==> config.mk <==
export PLATFORM = sky130hd
export DESIGN_NAME = mem_bus_arbiter
export DESIGN_NICKNAME = d
export VERILOG_FILES = /design/src/rtl/bus_pkg.sv /design/src/rtl/rd_tag_pipe.sv /design/src/rtl/mem_bus_arbiter.sv
export SDC_FILE = /design/constraint.sdc
export NUM_CORES = 1
export LEC_CHECK = 0
export CAP_MARGIN = 25
export CORE_AREA = 2 2 60 68
export CTS_CLUSTER_DIAMETER = 100
export DETAILED_ROUTE_END_ITERATION = 7
export DIE_AREA = 0 0 62 70
export GPL_TIMING_DRIVEN = 0
export PLACE_DENSITY = 0.86
export SLEW_MARGIN = 25
export SYNTH_ARGS = -nofsm -noshare
export SYNTH_HDL_FRONTEND = slang
export SYNTH_SLANG_ARGS = --single-unit
==> constraint.sdc <==
create_clock -name clk_i -period 3.4 [get_ports clk_i]
set_input_delay 0.68 -clock clk_i [delete_from_list [all_inputs] [get_ports clk_i]]
set_output_delay 0.68 -clock clk_i [all_outputs]
set_load 0.01 [all_outputs]
==> src/rtl/bus_pkg.sv <==
// Shared types and widths for the program/data memory bus.
// Owner tags travel with reads so data returns to the issuing master.
package bus_pkg;

  localparam int BUS_AW = 12;
  localparam int BUS_DW = 16;

  typedef enum logic [1:0] {
    OWN_NONE,
    OWN_CPU,
    OWN_DMA
  } owner_t;

  typedef enum logic [1:0] {
    ST_IDLE,
    ST_CPU,
    ST_DMA
  } arb_state_t;

endpackage

==> src/rtl/rd_tag_pipe.sv <==
// Delay line of owner tags matching the memory read latency.
// Clear empties every stage so dropped reads never report rvalid.
module rd_tag_pipe
  import bus_pkg::*;
#(
  parameter int DEPTH = 1
) (
  input  logic   clk_i,
  input  logic   clr_i,
  input  owner_t tag_i,
  output owner_t tag_o
);

  owner_t pipe_q [DEPTH];

  always_ff @(posedge clk_i) begin
    if (clr_i) begin
      for (int i = 0; i < DEPTH; i++) begin
        pipe_q[i] <= OWN_NONE;
      end
    end else begin
      pipe_q[0] <= tag_i;
      for (int i = 1; i < DEPTH; i++) begin
        pipe_q[i] <= pipe_q[i-1];
      end
    end
  end

  assign tag_o = pipe_q[DEPTH-1];

endmodule

==> src/rtl/mem_bus_arbiter.sv <==
// Two-master arbiter for the single-port program/data memory.
// Round-robin tie-break plus a hold limit under contention.
module mem_bus_arbiter
  import bus_pkg::*;
#(
  parameter int AW       = BUS_AW,
  parameter int DW       = BUS_DW,
  parameter int MAX_HOLD = 8,
  parameter int READ_LAT = 1
) (
  input  logic          clk_i,
  input  logic          rst_i,
  input  logic          cpu_req_i,
  input  logic          cpu_we_i,
  input  logic [AW-1:0] cpu_addr_i,
  input  logic [DW-1:0] cpu_wdata_i,
  output logic          cpu_gnt_o,
  output logic          cpu_rvalid_o,
  input  logic          dma_req_i,
  input  logic          dma_we_i,
  input  logic [AW-1:0] dma_addr_i,
  input  logic [DW-1:0] dma_wdata_i,
  output logic          dma_gnt_o,
  output logic          dma_rvalid_o,
  output logic [DW-1:0] rdata_o,
  output logic [AW-1:0] mem_addr_o,
  output logic [DW-1:0] mem_wdata_o,
  output logic          mem_we_o,
  input  logic [DW-1:0] mem_rdata_i,
  output logic          busy_o
);

  localparam int HW = (MAX_HOLD > 1) ? $clog2(MAX_HOLD) : 1;
  localparam logic [HW-1:0] HOLD_LAST = HW'(MAX_HOLD - 1);

  arb_state_t    state_q, state_d;
  owner_t        last_q, last_d;
  logic [HW-1:0] hold_q, hold_d;

  logic   cpu_iss, dma_iss;
  owner_t push_tag, pop_tag;

  assign cpu_gnt_o = (state_q == ST_CPU);
  assign dma_gnt_o = (state_q == ST_DMA);
  assign busy_o    = (state_q != ST_IDLE);

  assign cpu_iss = cpu_gnt_o & cpu_req_i;
  assign dma_iss = dma_gnt_o & dma_req_i;

  always_ff @(posedge clk_i) begin
    if (rst_i) begin
      state_q <= ST_IDLE;
      last_q  <= OWN_DMA;
      hold_q  <= '0;
    end else begin
      state_q <= state_d;
      last_q  <= last_d;
      hold_q  <= hold_d;
    end
  end

  always_comb begin
    state_d = state_q;
    unique case (state_q)
      ST_IDLE: begin
        if (cpu_req_i && dma_req_i) begin
          state_d = (last_q == OWN_CPU) ? ST_DMA : ST_CPU;
        end else if (cpu_req_i) begin
          state_d = ST_CPU;
        end else if (dma_req_i) begin
          state_d = ST_DMA;
        end
      end
      ST_CPU: begin
        if (cpu_req_i) begin
          if (dma_req_i && hold_q >= HOLD_LAST) begin
            state_d = ST_DMA;
          end
        end else begin
          state_d = dma_req_i ? ST_DMA : ST_IDLE;
        end
      end
      ST_DMA: begin
        if (dma_req_i) begin
          if (cpu_req_i && hold_q >= HOLD_LAST) begin
            state_d = ST_CPU;
          end
        end else begin
          state_d = cpu_req_i ? ST_CPU : ST_IDLE;
        end
      end
      default: state_d = ST_IDLE;
    endcase
  end

  // Counter only survives while the same owner keeps the bus under contention.
  always_comb begin
    hold_d = '0;
    if (state_d == state_q) begin
      if (cpu_iss && dma_req_i) begin
        hold_d = hold_q + HW'(1);
      end else if (dma_iss && cpu_req_i) begin
        hold_d = hold_q + HW'(1);
      end
    end
  end

  always_comb begin
    last_d = last_q;
    if (state_d != state_q) begin
      if (state_d == ST_CPU) begin
        last_d = OWN_CPU;
      end else if (state_d == ST_DMA) begin
        last_d = OWN_DMA;
      end
    end
  end

  always_comb begin
    mem_addr_o  = '0;
    mem_wdata_o = '0;
    mem_we_o    = 1'b0;
    push_tag    = OWN_NONE;
    if (cpu_gnt_o) begin
      mem_addr_o  = cpu_addr_i;
      mem_wdata_o = cpu_wdata_i;
      mem_we_o    = cpu_iss & cpu_we_i;
      if (cpu_iss && !cpu_we_i) begin
        push_tag = OWN_CPU;
      end
    end else if (dma_gnt_o) begin
      mem_addr_o  = dma_addr_i;
      mem_wdata_o = dma_wdata_i;
      mem_we_o    = dma_iss & dma_we_i;
      if (dma_iss && !dma_we_i) begin
        push_tag = OWN_DMA;
      end
    end
  end

  rd_tag_pipe #(
    .DEPTH (READ_LAT)
  ) u_tags (
    .clk_i (clk_i),
    .clr_i (rst_i),
    .tag_i (push_tag),
    .tag_o (pop_tag)
  );

  // A read maturing in the reset cycle is being dropped too.
  assign cpu_rvalid_o = (pop_tag == OWN_CPU) & ~rst_i;
  assign dma_rvalid_o = (pop_tag == OWN_DMA) & ~rst_i;
  assign rdata_o      = mem_rdata_i;

endmodule
==> impl_metrics.json, run 1 <==
{
  "max-slew-margin-rel": 0.756,
  "core-area_mm2": 0.00375,
  "wl_met1_um": 1280,
  "fin_area_mm2": 0.00209,
  "cts_buffer_depth": 2,
  "wl_per_cell_um": 13.6,
  "antenna_found_initial": 0,
  "crit_type": "input port to output pin",
  "initial_core_util": 0.234,
  "viasPerCell": 4.67,
  "ctsHoldBuffers": 0,
  "tritoncts": "done",
  "clk_latency_ps": 230,
  "top_layer": "met4",
  "grt_max_degree": 11,
  "nFillCells": 335,
  "cp_max_fo": 7,
  "arrival_ps": 1990,
  "cts_sinks": 9,
  "pre_cts_ws_ps": 721,
  "path_clk_slew_ps": 40,
  "die_x_um": 62,
  "r2r_start": "hold_q[0]",
  "first_global_vias": 1176,
  "syn-cell-area_um2": 880,
  "yosys-top-cells-count": "28 x a22o_1, 16 x buf_4, 9 x dfxtp_1",
  "reg2reg_slack_ps": 1100,
  "io_pins": 128,
  "power_frac_seq": 0.238,
  "wl_met3_um": 448,
  "reg2reg_depth": 9,
  "htree_levels": 1,
  "hp-start": "hold_q[0]",
  "synth_largest_area_cell": "a22o_1",
  "synth.area.top_cells": "a22o_1 28%, dfxtp_1 20%, buf_4 14%",
  "r2r_end": "last_q[1]",
  "timing.final.crit_share": 0.787,
  "wirelength_um": 3710,
  "syn_inst": 107,
  "cp_data_required_time_ps": 2720,
  "power.internal_w": 0.000353,
  "finalMaxSlewViolations": 0,
  "status": "finished, final reports clean",
  "post-route-drc-count": 0,
  "drive_above_1_share": 0.118,
  "die_h_um": 70,
  "rsz0062_at_grt": "false",
  "io_buffers": 110,
  "avgSynthCellArea_um2": 8.22,
  "synthArstFlopShare": 0,
  "switching_share": 0.261,
  "cp-start-kind": "input port",
  "hold_depth": 1,
  "synth_top_flop_cell": "dfxtp_1",
  "grt_overflow": 0,
  "synth_fp_nets": 188,
  "postCtsSetupBuffers": 0,
  "yosys_register_bits": 9,
  "dp_hpwl_um": 3230,
  "tns_ps": 0,
  "power_frac_comb": 0.508,
  "layout-area-overhead-vs-synth_pct": 138,
  "powerDensity_mw_per_mm2": 229,
  "worst_hold_path_type": "flop to flop",
  "holdPathEnd": "hold_q[0]",
  "ctsResizeCount": 0,
  "final_hold_viol_count": 0,
  "end_kind": "output pin",
  "yosys.area.top_type_share": 0.279,
  "grt_pass1_wl_um": 5460,
  "timing.final.ws_setup_ps": 725,
  "root_buffer": "clkbuf_8",
  "antenna_cells": 0,
  "dr_wl_met2_um": 1970,
  "place.gp.congestion": 0.898,
  "dpl_cell_area_mm2": 0.00205,
  "final_nets": 303,
  "setup_violations": 0,
  "ys_seq_area_frac": 0.205,
  "grt_usage": 0.164,
  "drtIter0Drc": 61,
  "synth_edf_count": 0,
  "fmax_mhz": 374,
  "synth_cell_types": 30,
  "row_count": 24,
  "worst_pin_slew_ps": 366,
  "clockPowerShare": 0.254,
  "yosys_warnings": 0,
  "cts_buffers": 3,
  "holdWs_ps": 458,
  "drtPass1Iterations": 4,
  "min_period_ps": 2670,
  "maxCapViolations": 0,
  "vias": 1276,
  "ant_nets": 0,
  "ir_drop_uv": 258,
  "p_sw_w": 0.000125,
  "synth_most_common_cell": "a22o_1",
  "die_area_mm2": 0.00434,
  "skew_ps": 4.18,
  "p_leak_nw": 0.843
}
[sequential cells by signal, indices dropped and copies added (netlist names)]
name,cells
u_tags.pipe_q,2
last_q,2
hold_q,3
state_q,2
[logic make-up after synthesis]
logic type,Yosys count,synth area share
AOI/OAI and AO/OA,42,0.398
buffers and inverters,28,0.196
DFF,9,0.205
and+or+nand+nor,25,0.158
adders and majority gates,3,0.0427
[critical path, cell delays in order]
cell and delay [ps]:
clkdlybuf4s50_1 600, nand3_1 100, nand2_1 80, clkdlybuf4s50_1 540
[final cells by class]
class / count / area, um2 / area share
plain buffers: 23 / 154 / 0.0736
repair buffers: 110 / 1100 / 0.527
clock buffers: 4 / 45.0 / 0.0215
flip-flops and latches: 9 / 180 / 0.0862
well taps: 52 / 65.1 / 0.0311
multi-input cells: 70 / 527 / 0.252
inverters: 5 / 18.8 / 0.00898
[through the flow]
| stage | total power (W) | std cells | util |
|---|---|---|---|
| after floorplan | 0.000205 | 107 | - |
| after global placement | 0.000354 | 269 | 0.545 |
| after detailed placement | 0.000359 | 269 | 0.545 |
| after CTS | 0.000483 | 273 | 0.557 |
| after global routing | 0.000511 | 273 | 0.557 |
| final | 0.000478 | 273 | 0.557 |
[worst max-delay path by stage]
| stage | startpoint | end | cells past startpoint |
|---|---|---|---|
| after floorplan | hold_q[0] | last_q[1] | 9 |
| after global placement | dma_req_i | mem_we_o | 4 |
| after detailed placement | dma_req_i | mem_we_o | 4 |
| after CTS | state_q[0] | mem_wdata_o[13] | 4 |
| after global routing | state_q[0] | mem_wdata_o[13] | 4 |
| final | cpu_req_i | mem_we_o | 4 |
[placed cells by master (no fill, tap or decap), types with 2 or more instances in the layout]
master / n
ha_1: 3
nand3b_1: 2
a21oi_1: 2
clkbuf_8: 3
dfxtp_1: 9
a22o_1: 28
nor3_1: 4
buf_4: 16
clkbuf_1: 2
inv_1: 5
nor2b_1: 3
o2bb2ai_1: 2
nor2_1: 3
nand2_1: 4
nand3_1: 2
and2_1: 2
clkdlybuf4s50_1: 110
nor3b_1: 2
buf_2: 6
[metal layers]
layer	vias up	global-route usage
met5	-	0
met2	82	0.306
met4	0	0.0284
met3	2	0.0537
met1	570	0.172
li1	622	-
[power groups by stage]
stage	clock, W	combinational, W	sequential [W]
2_1_floorplan	0	0.0000900	0.000115
3_3_place_gp	0	0.000239	0.000115
3_5_place_dp	0	0.000243	0.000116
4_1_cts	0.000125	0.000244	0.000114
5_1_grt	0.000136	0.000261	0.000114
6_report	0.000121	0.000243	0.000114
(Power assumes the default switching activity.)
==> inputs of run 2 (changes only) <==
--- a/config.mk
+++ b/config.mk
@@ -6,12 +6,12 @@
 export NUM_CORES = 1
 export LEC_CHECK = 0
 export CAP_MARGIN = 25
-export CORE_AREA = 2 2 60 68
+export CORE_AREA = 2 2 61 69
 export CTS_CLUSTER_DIAMETER = 100
 export DETAILED_ROUTE_END_ITERATION = 7
-export DIE_AREA = 0 0 62 70
+export DIE_AREA = 0 0 63 71
 export GPL_TIMING_DRIVEN = 0
-export PLACE_DENSITY = 0.86
+export PLACE_DENSITY = 0.84
 export SLEW_MARGIN = 25
 export SYNTH_ARGS = -nofsm -noshare
 export SYNTH_HDL_FRONTEND = slang
==> constraint.sdc (replaced) <==
create_clock -name clk_i -period 2.8 [get_ports clk_i]
set_input_delay 0.56 -clock clk_i [delete_from_list [all_inputs] [get_ports clk_i]]
set_output_delay 0.56 -clock clk_i [all_outputs]
set_load 0.01 [all_outputs]
==> impl_metrics.json, run 2 (synthesized netlist as in run 1, its figures left out) <==
{
  "cp-start-kind": "flop",
  "post-route-drc-count": 0,
  "antenna_cells": 0,
  "reg2reg_depth": 9,
  "crit_path_cell_trace": "nor2b_1 > buf_2 > nand3_1 > nand2_1 > clkdlybuf4s50_1",
  "row_count": 24,
  "p_total_w": 0.000584,
  "r2r_end": "last_q[1]",
  "ctsHoldBuffers": 0,
  "min_period_ps": 2560,
  "initial_core_util": 0.231,
  "final_common_cell": "clkdlybuf4s50_1",
  "htree_levels": 1,
  "grt_overflow": 0,
  "largest_register": "hold_q",
  "pre_cts_ws_ps": 350,
  "worst_pin_slew_ps": 380,
  "largest_reg_flops": 3,
  "die_x_um": 63,
  "holdWs_ps": 462,
  "finalMaxSlewViolations": 0,
  "tns_ps": 0,
  "end_kind": "output pin",
  "reg2reg_slack_ps": 490,
  "grt_max_degree": 11,
  "crit_buf_inv": 2,
  "crit_family": "buffers and inverters",
  "arrival_ps": 2000,
  "final_hold_viol_count": 0,
  "drtPass1Iterations": 4,
  "cts_buffer_depth": 2,
  "worst_hold_path_type": "flop to flop",
  "post-place-cells": 269,
  "place.gp.congestion": 0.841,
  "cts_sinks": 9,
  "layout-area-overhead-vs-synth_pct": 138,
  "fmax_mhz": 391,
  "cp_data_required_time_ps": 2240,
  "layoutNonFillerInstCount": 273,
  "dp_hpwl_um": 3100,
  "worst_path_max_delay_cell": "clkdlybuf4s50_1",
  "powerDensity_mw_per_mm2": 280,
  "antenna_found_initial": 0,
  "io_pins": 128,
  "grt_pass1_wl_um": 5560,
  "timing.final.crit_share": 0.913,
  "root_buffer": "clkbuf_8",
  "cts_buffers": 3,
  "setup_violations": 0,
  "path_clk_slew_ps": 40,
  "holdPathEnd": "hold_q[0]",
  "final_nets": 303,
  "critPathMaxStageDelay_ps": 540,
  "die_area_mm2": 0.00447,
  "max-slew-margin-rel": 0.747,
  "grt_usage": 0.150,
  "drive_above_1_share": 0.118,
  "wl_per_cell_um": 13.2,
  "nFillCells": 362,
  "viasPerCell": 4.62,
  "r2r_start": "hold_q[0]",
  "vias": 1261,
  "status": "finished, final reports clean",
  "io_buffers": 110,
  "first_global_vias": 1223,
  "crit_type": "flop to output pin",
  "ant_nets": 0,
  "final_cell_mix": "110 x clkdlybuf4s50_1, 28 x a22o_1, 16 x buf_4, 9 x dfxtp_1, 6 x buf_2",
  "hold_depth": 1,
  "timing.final.ws_setup_ps": 244,
  "postCtsSetupBuffers": 0,
  "rsz0062_at_grt": "false",
  "ctsResizeCount": 0,
  "cp_max_fo": 10,
  "ir_drop_uv": 289,
  "p_leak_nw": 0.843,
  "clk_latency_ps": 240,
  "drtIter0Drc": 55,
  "core-area_mm2": 0.00381,
  "tritoncts": "done",
  "wirelength_um": 3610,
  "maxCapViolations": 0,
  "hp-start": "hold_q[0]",
  "die_h_um": 71,
  "skew_ps": 1.16
}
==> run 2: stage by stage <==
stage	cell area (um2)	util
after detailed placement	2050	0.536
final	2090	0.548
after global placement	2050	0.536
after floorplan	880	-
after CTS	2090	0.548
after global routing	2090	0.548
==> run 2: area by class of cell <==
class	count	area [um2]	share of cell area
Buffer	23	154	0.0736
Clock buffer	4	45.0	0.0215
Inverter	5	18.8	0.00898
Multi-Input combinational cell	70	527	0.252
Sequential cell	9	180	0.0862
Tap cell	52	65.1	0.0311
Timing Repair Buffer	110	1100	0.527
==> run 2: worst max-delay path by stage <==
stage               startpoint             to  cells after the start
global placement     dma_req_i       mem_we_o                      4
CTS                 state_q[0]  mem_addr_o[2]                      4
floorplan            hold_q[0]      last_q[1]                      9
detailed placement   dma_req_i       mem_we_o                      4
global route        state_q[0]       mem_we_o                      5
finish              state_q[0]       mem_we_o                      5
==> run 2: per-layer routing <==
layer	part of all wire	vias to the layer above	wire length, um	GRT usage
met5	0	-	0	0
met4	0.011	0	41	0.0370
met3	0.13	4	459	0.0572
met2	0.50	67	1820	0.281
met1	0.36	569	1290	0.156
li1	-	621	-	-
==> run 2: report_power, final <==
group / switching [W] / leakage [nW] / internal, W
Clock: 0.0000543 / 0.0228 / 0.0000994
Sequential: 0.00000489 / 0.0733 / 0.000134
Combinational: 0.0000961 / 0.747 / 0.000196
==> inputs of run 3 (changes only) <==
--- a/config.mk
+++ b/config.mk
@@ -6,13 +6,15 @@
 export NUM_CORES = 1
 export LEC_CHECK = 0
 export CAP_MARGIN = 25
-export CORE_AREA = 2 2 61 69
+export CORE_AREA = 2 2 63 71
 export CTS_CLUSTER_DIAMETER = 100
+export CTS_CLUSTER_SIZE = 8
 export DETAILED_ROUTE_END_ITERATION = 7
-export DIE_AREA = 0 0 63 71
+export DIE_AREA = 0 0 65 73
 export GPL_TIMING_DRIVEN = 0
-export PLACE_DENSITY = 0.84
+export PLACE_DENSITY = 0.83
 export SLEW_MARGIN = 25
 export SYNTH_ARGS = -nofsm -noshare
 export SYNTH_HDL_FRONTEND = slang
+export SYNTH_HIERARCHICAL = 1
 export SYNTH_SLANG_ARGS = --single-unit
==> impl_metrics.json, run 3 <==
{
  "synth.area.top_cells": "a22o_1 24%, dfxtp_1 18%, buf_4 12%",
  "timing.final.ws_setup_ps": 274,
  "worst_path_max_delay_cell": "clkdlybuf4s50_1",
  "tritoncts": "done",
  "worstSetupStartpoint": "rst_i",
  "r2r_start": "hold_q[0]",
  "synth_cell_types": 36,
  "wirelength_um": 3690,
  "io_buffers": 110,
  "worst_hold_path_type": "flop to flop",
  "yosys_register_bits": 9,
  "viasPerCell": 4.67,
  "crit_path_cell_trace": "clkdlybuf4s50_1 > nor3b_1 > clkdlybuf4s50_1",
  "clk_latency_ps": 240,
  "die_area_mm2": 0.00475,
  "final_common_cell": "clkdlybuf4s50_1",
  "yosys-top-cells-count": "28 x a22o_1, 16 x buf_4, 9 x dfxtp_1",
  "ys_seq_area_frac": 0.179,
  "tns_ps": 0,
  "layout-area-overhead-vs-synth_pct": 121,
  "io_pins": 128,
  "vias": 1321,
  "final_nets": 311,
  "pre_cts_ws_ps": 273,
  "synth_most_common_cell": "a22o_1",
  "synth_top_flop_cell": "dfxtp_1",
  "critPathMaxStageDelay_ps": 580,
  "status": "finished, final reports clean",
  "ctsHoldBuffers": 0,
  "first_global_vias": 1241,
  "ctsResizeCount": 0,
  "grt_pass1_wl_um": 5570,
  "largest_register": "hold_q",
  "synth_largest_area_cell": "a22o_1",
  "place.gp.congestion": 0.823,
  "cp_data_required_time_ps": 2240,
  "path_clk_slew_ps": 50,
  "dp_hpwl_um": 3080,
  "postCtsSetupBuffers": 0,
  "die_x_um": 65,
  "final_util": 0.541,
  "yosys.area.top_type_share": 0.244,
  "setup_violations": 0,
  "ant_nets": 0,
  "grt_max_degree": 11,
  "drtIter0Drc": 28,
  "timing.final.crit_share": 0.902,
  "initial_core_util": 0.245,
  "p_total_w": 0.000585,
  "syn_inst": 115,
  "dpl_cell_area_mm2": 0.00217,
  "reg2reg_depth": 9,
  "cts_buffers": 3,
  "grt_overflow": 0,
  "antenna_cells": 0,
  "post-route-drc-count": 0,
  "rsz0062_at_grt": "false",
  "crit_type": "input port to output pin",
  "synthArstFlopShare": 0,
  "min_period_ps": 2530,
  "finalMaxSlewViolations": 0,
  "worst_pin_slew_ps": 336,
  "ir_drop_uv": 176,
  "largest_reg_flops": 3,
  "core-area_mm2": 0.00410,
  "drtPass1Iterations": 4,
  "arrival_ps": 1970,
  "row_count": 25,
  "maxCapViolations": 0,
  "avgSynthCellArea_um2": 8.74,
  "cpMostUsedCell": "clkdlybuf4s50_1",
  "yosys_warnings": 6,
  "synth_edf_count": 0,
  "htree_levels": 1,
  "synth_fp_nets": 196,
  "worstSetupEndpoint": "cpu_rvalid_o",
  "grt_usage": 0.152,
  "cp-start-kind": "input port",
  "r2r_end": "last_q[0]",
  "p_leak_nw": 0.914,
  "final_cell_mix": "110 x clkdlybuf4s50_1, 28 x a22o_1, 16 x buf_4, 9 x dfxtp_1, 6 x buf_2",
  "cts_sinks": 9,
  "root_buffer": "clkbuf_8",
  "die_h_um": 73,
  "final_hold_viol_count": 0,
  "cp_max_fo": 9,
  "max-slew-margin-rel": 0.775,
  "wl_per_cell_um": 13.0,
  "fin_area_mm2": 0.00222,
  "nFillCells": 379,
  "syn-cell-area_mm2": 0.00100,
  "drive_above_1_share": 0.166,
  "antenna_found_initial": 0,
  "reg2reg_slack_ps": 610,
  "end_kind": "output pin",
  "skew_ps": 0.440,
  "fmax_mhz": 396,
  "powerDensity_mw_per_mm2": 264,
  "cts_buffer_depth": 2
}
==> run 3: cell types whose count changed after synthesis, sizes merged, moves of 2 or more <==
| cell | change |
|---|---|
| o21ai | -2 |
| nor4 | +2 |
| o311ai | +2 |
| a211oi | +2 |
| nor2 | +2 |
| nand3b | -2 |
| o2bb2ai | -2 |
| o211ai | +2 |
| buf | +3 |
| nor3 | -3 |
| nor2b | +3 |
==> run 3: final cells by class <==
class                      count  area [um2]  area share
timing repair buffer         110        1100       0.496
multi-input combinational     75         617       0.278
buffer                        26         189      0.0852
sequential                     9         180      0.0812
tap                           54        67.6      0.0305
clock buffer                   4        45.0      0.0203
inverter                       5        18.8     0.00846
==> run 3: worst min path at each step <==
stage / depth (start not counted) / slack [ps] / end / startpoint
floorplan: 1 / 470 / hold_q[0] / hold_q[0]
global placement: 1 / 480 / hold_q[0] / hold_q[0]
detailed placement: 1 / 500 / hold_q[0] / hold_q[0]
CTS: 1 / 500 / hold_q[0] / hold_q[0]
global route: 2 / 550 / last_q[1] / last_q[1]
finish: 1 / 500 / hold_q[0] / hold_q[0]
==> run 3: kinds of logic after synthesis <==
logic type	count (synthesis)	share of synthesized area
compound gates	45	0.416
buf+inv	31	0.207
flops	9	0.179
simple gates	27	0.161
fa+ha+maj	3	0.0374
==> run 3: worst max-delay path: cells and delay by family <==
| family | cells | cell delay [ps] |
|---|---|---|
| buffers and inverters | 2 | 1140 |
| AND/OR/NAND/NOR | 1 | 270 |
==> run 3: routing by layer <==
metal | GRT usage | share of wire
met1 | 0.156 | 0.35
met2 | 0.270 | 0.52
met3 | 0.0617 | 0.11
met4 | 0.0638 | 0.015
met5 | 0 | 0
==> run 3: per-stage QoR <==
step | cells | hold WS (ps)
floorplan | 115 | 467
global placement | 279 | 484
detailed placement | 279 | 497
CTS | 283 | 503
global route | 283 | 549
finish | 283 | 503
==> run 3: power by group <==
part	internal, W	total (W)	switching (W)	leakage [nW]
Sequential	0.000133	0.000136	0.00000239	0.0733
Combinational	0.000196	0.000293	0.0000970	0.818
Clock	0.0000997	0.000156	0.0000568	0.0228
Total	0.000429	0.000585	0.000156	0.914
